$ cat src/rtl/par_traffic_source_pkg.sv
// Packet format and helpers shared by traffic sources, pkt_fifo users and the sink stage.
package par_traffic_source_pkg;
   localparam int HDR_SZ  = 4;
   localparam int PL_SZ   = 8;
   localparam int ADDR_SZ = 4;
   localparam int PKT_W   = HDR_SZ + PL_SZ + ADDR_SZ;

   // Field slices within a flat packet word: {hdr, payload, addr}
   localparam int ADDR_LO = 0;
   localparam int ADDR_HI = ADDR_SZ - 1;
   localparam int PL_LO   = ADDR_SZ;
   localparam int PL_HI   = ADDR_SZ + PL_SZ - 1;
   localparam int HDR_LO  = ADDR_SZ + PL_SZ;
   localparam int HDR_HI  = PKT_W - 1;

   typedef struct packed {
      logic [HDR_SZ-1:0]  hdr;
      logic [PL_SZ-1:0]   payload;
      logic [ADDR_SZ-1:0] addr;
   } pkt_t;

   // Galois LFSR step for x^8+x^6+x^5+x^4+1
   function automatic logic [7:0] lfsr_next(input logic [7:0] s);
      return s[0] ? ((s >> 1) ^ 8'hB8) : (s >> 1);
   endfunction
endpackage

$ cat src/rtl/pkt_fifo.sv
// Small circular packet FIFO; writes ignored when full, reads ignored when empty.
module pkt_fifo #(
   parameter int depth = 4,
   parameter int width = 16
) (
   input  logic                     clk,
   input  logic                     reset,
   input  logic                     push,
   input  logic                     pop,
   input  logic [width-1:0]         din,
   output logic [width-1:0]         dout,
   output logic [$clog2(depth):0]   count,
   output logic                     full,
   output logic                     empty
);
   localparam int PW = $clog2(depth);

   logic [width-1:0] mem [depth];
   logic [PW-1:0]    wr_ptr, rd_ptr;
   logic             wr_en, rd_en;

   assign full  = (count == (PW+1)'(depth));
   assign empty = (count == '0);
   assign wr_en = push && !full;
   assign rd_en = pop && !empty;
   assign dout  = mem[rd_ptr];

   // Storage is cleared on reset so the output word reads zero afterwards
   always_ff @(posedge clk or posedge reset) begin
      if (reset) begin
         for (int i = 0; i < depth; i++) mem[i] <= '0;
         wr_ptr <= '0;
         rd_ptr <= '0;
         count  <= '0;
      end else begin
         if (wr_en) begin
            mem[wr_ptr] <= din;
            wr_ptr      <= wr_ptr + PW'(1);
         end
         if (rd_en) rd_ptr <= rd_ptr + PW'(1);
         count <= count + (PW+1)'(wr_en) - (PW+1)'(rd_en);
      end
   end
endmodule

$ cat src/rtl/par_traffic_source.sv
// LFSR-paced packet injector with a back-pressure FIFO feeding a req/busy sink.
module par_traffic_source
   import par_traffic_source_pkg::*;
#(
   parameter int         id    = 0,
   parameter int         rate  = 128,
   parameter int         dest  = -1,
   parameter logic [7:0] seed  = 8'hA5,
   parameter int         depth = 4
) (
   input  logic             clk,
   input  logic             reset,
   input  logic             enable,
   input  logic             channel_busy,
   output logic [PKT_W-1:0] item_out,
   output logic             valid,
   output logic [15:0]      sent_count,
   output logic [15:0]      drop_count
);
   logic [7:0]            lfsr;
   logic [PL_SZ-1:0]      seq;
   logic                  gen, push, pop, drop, full, empty;
   logic [$clog2(depth):0] fifo_count;
   pkt_t                  pkt;

   // rate spans 0..256, so the compare needs a ninth bit
   assign gen  = enable && ({1'b0, lfsr} < 9'(rate));
   assign push = gen && !full;
   assign drop = gen && full;
   assign pop  = !empty && !channel_busy;

   assign pkt.hdr     = HDR_SZ'(id);
   assign pkt.payload = seq;
   assign pkt.addr    = (dest == -1) ? lfsr[ADDR_SZ-1:0] : ADDR_SZ'(dest);

   assign valid = (fifo_count != '0);

   pkt_fifo #(.depth(depth), .width(PKT_W)) u_fifo (
      .clk   (clk),
      .reset (reset),
      .push  (push),
      .pop   (pop),
      .din   (pkt),
      .dout  (item_out),
      .count (fifo_count),
      .full  (full),
      .empty (empty)
   );

   always_ff @(posedge clk or posedge reset) begin
      if (reset) begin
         lfsr       <= seed;
         seq        <= '0;
         sent_count <= '0;
         drop_count <= '0;
      end else begin
         lfsr <= lfsr_next(lfsr);
         if (push) seq <= seq + PL_SZ'(1);
         if (pop && sent_count != 16'hFFFF) sent_count <= sent_count + 16'd1;
         if (drop && drop_count != 16'hFFFF) drop_count <= drop_count + 16'd1;
      end
   end
endmodule

$ cat config.mk
export PLATFORM = sky130hd
export DESIGN_NAME = par_traffic_source
export DESIGN_NICKNAME = d
export VERILOG_FILES = /design/src/rtl/par_traffic_source_pkg.sv /design/src/rtl/pkt_fifo.sv /design/src/rtl/par_traffic_source.sv
export SDC_FILE = /design/constraint.sdc
export NUM_CORES = 1
export LEC_CHECK = 0
export CAP_MARGIN = 15
export CORE_UTILIZATION = 35
export DETAILED_ROUTE_END_ITERATION = 16
export GPL_ROUTABILITY_DRIVEN = 0
export GPL_TIMING_DRIVEN = 1
export HOLD_SLACK_MARGIN = 0.08
export MAX_ROUTING_LAYER = met4
export SLEW_MARGIN = 20
export SYNTH_ARGS = -nofsm -noshare
export SYNTH_HDL_FRONTEND = slang
export SYNTH_SLANG_ARGS = --single-unit
$ cat constraint.sdc
create_clock -name clk -period 5.1 [get_ports clk]
set_input_delay 0.765 -clock clk [delete_from_list [all_inputs] [get_ports clk]]
set_output_delay 0.765 -clock clk [all_outputs]
set_load 0.005 [all_outputs]
==> Yosys cells after proc, flatten, opt, wreduce, memory -nomap -nowiden <==
Index checks and enable logic that the tools add are counted.
Widths: inputs -> output; s select.
{ "classes": {"addsub": 7, "n_mul": 0, "div_mod_pow": 0, "order_cmp": 4, "n_eq_ne": 3, "shifts": 0, "muxes": 7, "bitwise": 3, "n_reduce_logical": 14} }
{ "ops": {"columns": ["op", "count"], "rows": [
  ["$bwmux 64", 1],
  ["$mux 16", 3],
  ["$add 16x1->16 const B", 2],
  ["$bmux 16 s2", 1],
  ["$demux 16 s2", 1],
  ["$ne 16x16->1 const B", 2],
  ["$logic_and 1x1->1", 9],
  ["$add 8x1->8 const B", 1],
  ["$lt 8x8->1 const B", 1],
  ["$mux 8", 1],
  ["$ge 3x3->1 const B", 2],
  ["$not 2->3", 2],
  ["$add 2x1->2 const B", 2],
  ["$not 3->4", 1],
  ["$add 3x1->3", 1],
  ["$eq 3x3->1 const B", 1],
  ["$logic_not 1->1", 3],
  ["$logic_not 3->1", 1],
  ["$lt 3x1->1 const B", 1],
  ["$reduce_bool 3->1", 1],
  ["$sub 3x1->3", 1]
]} }
{ "word_totals": {"ff_bits": 119, "latchBits": 0, "mem_bits_rw": 0, "mem_bits_ro": 0, "out_inout_bits": 49, "mem_count": 0} }

==> Logic depth before layout (Yosys ltp) <==
{ "depth": {"ltp_word": 6, "depth_mapped": 9} }

==> By module <==
A second synthesis with hierarchy kept.
{ "hier_totals": {"cells_unflattened": 380, "area_unflattened_um2": 5626.6} }
{ "by_module_without_submodules": {"columns": ["module", "n_inst", "cells_each", "area_per_inst_um2", "seq_area_each_um2"], "rows": [
  ["pkt_fifo", 1, 192, 3385.7, 1776.7],
  ["par_traffic_source", 1, 188, 2240.9, 1206.2]
]} }

==> Worst setup path before layout <==
No wires, ideal clock.
{ "synth_timing": {"kind": "input to register", "start": "input port channel_busy", "end": "register u_fifo.count[2]", "setup_ps": 123, "arrival_ps": 2178, "required_time_ps": 4977, "slack_ps": 2799, "cell_stages": 8, "path_cell_list": "nor2_1 > ha_1 > inv_1 > ha_1 > inv_1 > fa_1 > xnor2_1 > xnor2_1"} }
{ "synth_between": {"elab_chain_cells": 4} }
{ "synth_lines": {"columns": ["element", "line_no", "source"], "rows": [
  ["start, declared", "par_traffic_source.sv:14", "input logic channel_busy,"],
  ["$logic_not 1->1", "par_traffic_source.sv:30", "assign pop = !empty && !channel_busy;"],
  ["$logic_and 1x1->1", "par_traffic_source.sv:30", null],
  ["$logic_and 1x1->1", "pkt_fifo.sv:25", "assign rd_en = pop && !empty;"],
  ["$sub 3x1->3", "pkt_fifo.sv:41", "count <= count + (PW+1)'(wr_en) - (PW+1)'(rd_en);"],
  ["end signal, assigned", "pkt_fifo.sv:41", null],
  ["end, declared", "pkt_fifo.sv:12", "output logic [$clog2(depth):0] count,"]
]} }
No other way between the ends.
A chain may end at the register's enable or synchronous reset.

==> Worst setup path after layout <==
{ "layout_timing": {"start": "register u_fifo.rd_ptr[0]", "end": "output port item_out[4]"} }
{ "layout_between": {"elab_chain_cells": 4} }
{ "layout_lines": {"columns": ["element", "line_no", "source"], "rows": [
  ["start, declared", "pkt_fifo.sv:19", "logic [PW-1:0] wr_ptr, rd_ptr;"],
  ["start signal, assigned", "pkt_fifo.sv:40", "if (rd_en) rd_ptr <= rd_ptr + PW'(1);"],
  ["$not 2->3 (implied by the code)", "pkt_fifo.sv:26", "assign dout = mem[rd_ptr];"],
  ["$bmux 16 s2", "pkt_fifo.sv:26", null],
  ["$mux 16 (implied by the code) (2 in series)", "pkt_fifo.sv:26", null],
  ["end, declared", "par_traffic_source.sv:15", "output logic [PKT_W-1:0] item_out,"]
]} }
No other way between the ends. The select of a mux whose other input is x is not followed.

==> out/metrics.cfg <==
[routing]
num_vias=2771
drt_iter0_markers=134
first_pass_iters=4
drc=0
drt-vias-per-instance=4.913
totalWireLength_mm=8.669
drtAntennaViolNets=0
wire_per_inst_um=15.37

[timing]
setup_tns_ns=0
tightest_slew_ns=0.9281
maxSlewHeadroom=0.3812
final_hold_viol_count=0
period_minus_slack_ns=3.153
fin_ws_ns=1.947
fin_skew_ns=0.007735
maxSlewViolCount=0
timing.fmax_mhz=317.1
rsz0062_at_grt=no
setup-violations-final=0
finalCritPeriodShare=0.6183

[critical_path]
worstPathRequired_ns=4.34
cp_slowest_cell=dfrtp_1
cp-start-kind=flip-flop
cp_max_fo=14
slowest_delay_ns=0.95
crit_path_end_kind=output pin
worstPathArrival_ns=2.39
crit_chain=mux4_2 -> clkdlybuf4s50_1
criticalPathCategory=reg2out

[logic_synthesis]
async_reset_ff_frac=1.000
synth_warnings=0
postSynthCellCount=340
synth-seq-cells=103
syn-cell-area_um2=4678
ys_seq_area_frac=0.5520
avgSynthCellArea_um2=13.76
synth_ff_type=dfrtp_1
ys_types=43
synth_edf_count=0

[clock_tree]
htreeDepth=3
root_buffer=clkbuf_16
numCtsBuffers=9
cts_tree=built
cts_hold_buf=0
clk_path_buf_depth=2
path_clk_slew_ns=0.07
ctsResizeCount=0
clk_latency_ns=0.34
cts.sinks=103
post_cts_buffers=0

[floorplan]
row_count=41
start_util=0.3648
core_area_um2=12820
ioPinCount=53
die_x_um=117.6
die_area_um2=13830
die_height_um=117.6

[global_route]
use_met2=0.2110
grt_max_degree=73
track_usage=0.1381
grt_pass1_vias=2812
grt_overflow=0
use_met1=0.1811
grt_pass1_wl_mm=14.58
grt_antenna_before_repair=0
grtUsageMet3=0.03295
grt-busiest-layer=met2

[placement]
io_buffers=48
pre_cts_ws_ns=2.036
place_hpwl_mm=5.684

[layout]
layout-drive-gt1-share=0.2423
final_common_cell=dfrtp_1
area_growth_pct=19.76
antenna_cells=0
final_nets=401
fillers=1214
utilization=0.4369
layout_common_cells=dfrtp_1, mux2_2, clkdlybuf4s50_1

[flow_run]
cap_violations=0

[power]
p_leak_nw=2.479
peakVddDrop_uv=342.6
power_mw=2.749
power_density_nw_per_um2=490.6

[status]
status=completed

[min_path]
hold_class=reg2reg

==> metrics by stage <==
step	hold WS [ns]	instances	instance area, um2
after global routing	0.4191	564	5603
final	0.3979	564	5603
after detailed placement	0.3916	548	5306
after floorplan	0.3533	343	4690
after global placement	0.3877	548	5306
after CTS	0.4019	564	5603
==> power by group <==
part / leakage (nW) / internal [mW] / total, mW / switching, mW
Combinational: 1.01 / 0.503 / 0.796 / 0.293
Sequential: 1.33 / 1.02 / 1.27 / 0.250
Clock: 0.139 / 0.383 / 0.684 / 0.300
Total: 2.48 / 1.91 / 2.75 / 0.843
==> synth_stat cells, types with 6 or more instances <==
cell      n  area share
nand3_1  15       0.016
xnor2_1  26       0.049
inv_1    10      0.0080
nand2_1  16       0.013
nand4_1  13       0.017
buf_4     6      0.0096
mux2_2   52        0.13
mux4_2   12       0.058
ha_1      9       0.024
and3_1    9       0.012
xor2_1   16       0.030
dfrtp_1  99        0.53
==> kinds of logic (layout without fill, tap and decap cells) <==
group / Yosys count / after routing / synth area share
other cells: 1 / 4 / 0.0008016
compound gates: 9 / 9 / 0.01498
simple gates: 85 / 85 / 0.1153
xor+xnor: 42 / 42 / 0.07863
buf+inv: 26 / 75 / 0.02701
mux: 64 / 64 / 0.1829
fa+ha+maj: 10 / 10 / 0.02835
flops: 103 / 103 / 0.5520
==> path summary, 6_finish.rpt <==
path / startpoint / end / slack [ns] / cells past startpoint
max: u_fifo.rd_ptr[0]$_DFFE_PP0P_ / item_out[4] / 1.95 / 2
max in group asynchronous: reset / seq[2]$_DFFE_PP0P_ / 3.13 / 3
min: lfsr[6]$_DFF_PP0_ / lfsr[5]$_DFF_PP1_ / 0.40 / 1
max reg2reg: u_fifo.count[1]$_DFF_PP0_ / u_fifo.count[2]$_DFF_PP0_ / 2.63 / 9
min in group asynchronous: reset / drop_count[15]$_DFFE_PP0P_ / 0.97 / 2
min reg2reg: lfsr[6]$_DFF_PP0_ / lfsr[5]$_DFF_PP1_ / 0.40 / 1
==> flip-flops by register name (all words and copies together) (netlist names) <==
signal	cells
u_fifo.rd_ptr	2
u_fifo.mem	48
drop_count	16
seq	8
u_fifo.wr_ptr	2
sent_count	16
lfsr	8
u_fifo.count	3
==> metal layers <==
layer,vias to the layer above,part of all wire
met5,-,0
met4,0,0.011
met3,11,0.031
met2,44,0.47
met1,1410,0.48
li1,1306,-
==> worst max-delay path, delay by kind of cell (launching register included) <==
| kind | cells | cell delay, ns |
|---|---|---|
| DFF | 1 | 0.95 |
| muxes | 1 | 0.63 |
| buffers and inverters | 1 | 0.47 |
==> layout make-up <==
class / instances / area [um2] / share of cell area
Sequential cell: 103 / 2582 / 0.4609
Clock inverter: 6 / 67.56 / 0.01206
Timing Repair Buffer: 49 / 488.0 / 0.08709
Clock buffer: 10 / 229.0 / 0.04087
Multi-Input combinational cell: 214 / 1981 / 0.3535
Inverter: 10 / 40.04 / 0.007146
Tap cell: 172 / 215.2 / 0.03841
Power figures use the tool's default switching activity.
==> RTL edit: new RTL, same settings <==
Put a register stage on the output `valid`, cleared by the reset. The value now appears one clock later. The other outputs are not delayed to match.
--- a/src/rtl/par_traffic_source.sv
+++ b/src/rtl/par_traffic_source.sv
@@ -34,5 +34,11 @@
    assign pkt.addr    = (dest == -1) ? lfsr[ADDR_SZ-1:0] : ADDR_SZ'(dest);
 
-   assign valid = (fifo_count != '0);
+   always_ff @(posedge clk or posedge reset) begin
+      if (reset) begin
+         valid <= '0;
+      end else begin
+         valid <= (fifo_count != '0);
+      end
+   end
 
    pkt_fifo #(.depth(depth), .width(PKT_W)) u_fifo (
Formal check against the unedited RTL: not equivalent (a bounded check fails within 4 cycles, from zero or initial values and one cycle with reset high).
==> RTL edit against the unedited design <==
Final cell count increased by 0.53%; synthesized area increased by 3.1%; setup slack got worse by 0.019 ns; maximum frequency decreased by 0.59%; total power decreased by 2.5%; count of clock-buffer cells in the layout increased by 3; register-to-register slack improved by 0.08 ns; cell area increased by 1.6%; sequential cell count increased by 1; combinational power decreased by 2.6%; clock power decreased by 7.5%; wire length increased by 1.4%.
==> RTL edit: results (changes against the unedited design) <==
| Metric | Value |
|---|---|
| Global Route Usage Sum | `14.1% (+0.31 points)` |
| Cell area after layout | `5690 um2 (+1.6%)` |
| Post-synth top cells | `dfrtp_1 (100), mux2_2 (49), xnor2_1 (26)` |
| Sinks on the clock net | `104 (+0.97%)` |
| Via/cell ratio | `4.90 (-0.28%)` |
| Hold path endpoint | `lfsr[6]` |
| Seq. cell area | `2610 um2 (+0.97%)` |
| Critical Path Sink | `item_out[5]` |
| Share of cells above drive strength 1 | `26.3% (+2.1 points)` |
| Hold slack | `0.402 ns (+0.00395 ns)` |
| CP max stage delay | `0.98 ns (+0.03 ns)` |
| Pin count of the biggest net entering global routing | `54 (-26%)` |
| CLK BUF | `13 (+3)` |
| Non-Clock Buffer Count | `50 (+2.0%)` |
| Synth cell types | `49 (+14%)` |
| Status | `completed` |
| Final net count | `400 (-0.25%)` |
| Dpl cell area | `5420 um2 (+2.2%)` |
| Clock Skew | `0.00570 ns (-0.00203 ns)` |
| Hold path start | `lfsr[7]` |
| Net Switching | `826 uW (-2.0%)` |
| Crit path DAT | `2.41 ns (+0.02 ns)` |
| Synth top area cells | `dfrtp_1 (52%), mux2_2 (11%), mux4_2 (5.6%), xnor2_1 (4.7%), xor2_1 (3.1%)` |
| Final Cycle Share | `62.2% (+0.37 points)` |
| Fin util | `42.7% (-1.0 points)` |
| Share of cell area taken by multi-input logic gates | `36.2% (+0.83 points)` |
| Total vias in the final route | `2778 (+0.25%)` |
| R2R Setup Slk | `2.71 ns (+0.08 ns)` |
| Detail Placement HPWL | `5720 um (+0.71%)` |
| Vias in the first global route | `2932 (+4.3%)` |
| VDD IR max | `219 uV (-36%)` |
RTL edit: changes by cell type after synthesis, moves of 3 or more:
cell / before / now
buf_6: 0 / 5
mux2_2: 52 / 49
a211oi_1: 3 / 0
nor4_1: 1 / 5
nor4_2: 0 / 3
nand3_1: 15 / 8
and3_1: 9 / 5
o211ai_1: 0 / 3
mux2_1: 0 / 3
RTL edit: per-layer routing:
layer | up-vias | wire [um] | GRT usage, %
met4 | 0 | 149 | 5.63
met5 | - | 0 | -
met1 | 1417 | 4110 | 17.8
met3 | 11 | 331 | 3.78
met2 | 52 | 4200 | 21.7
li1 | 1298 | - | -
RTL edit: kinds of logic (layout without fill, tap and decap cells):
group                      Yosys count  after routing  synth area share, %
DFF                                104            104                 54.1
and+or+nand+nor                     82             82                 12.9
muxes                               65             65                 18.1
xor gates and xnor gates            43             43                 7.81
buffers and inverters               29             76                 3.48
adders and majority gates           10             10                 2.75
AOI/OAI and AO/OA                    7              7                0.882
other                                1              4               0.0777
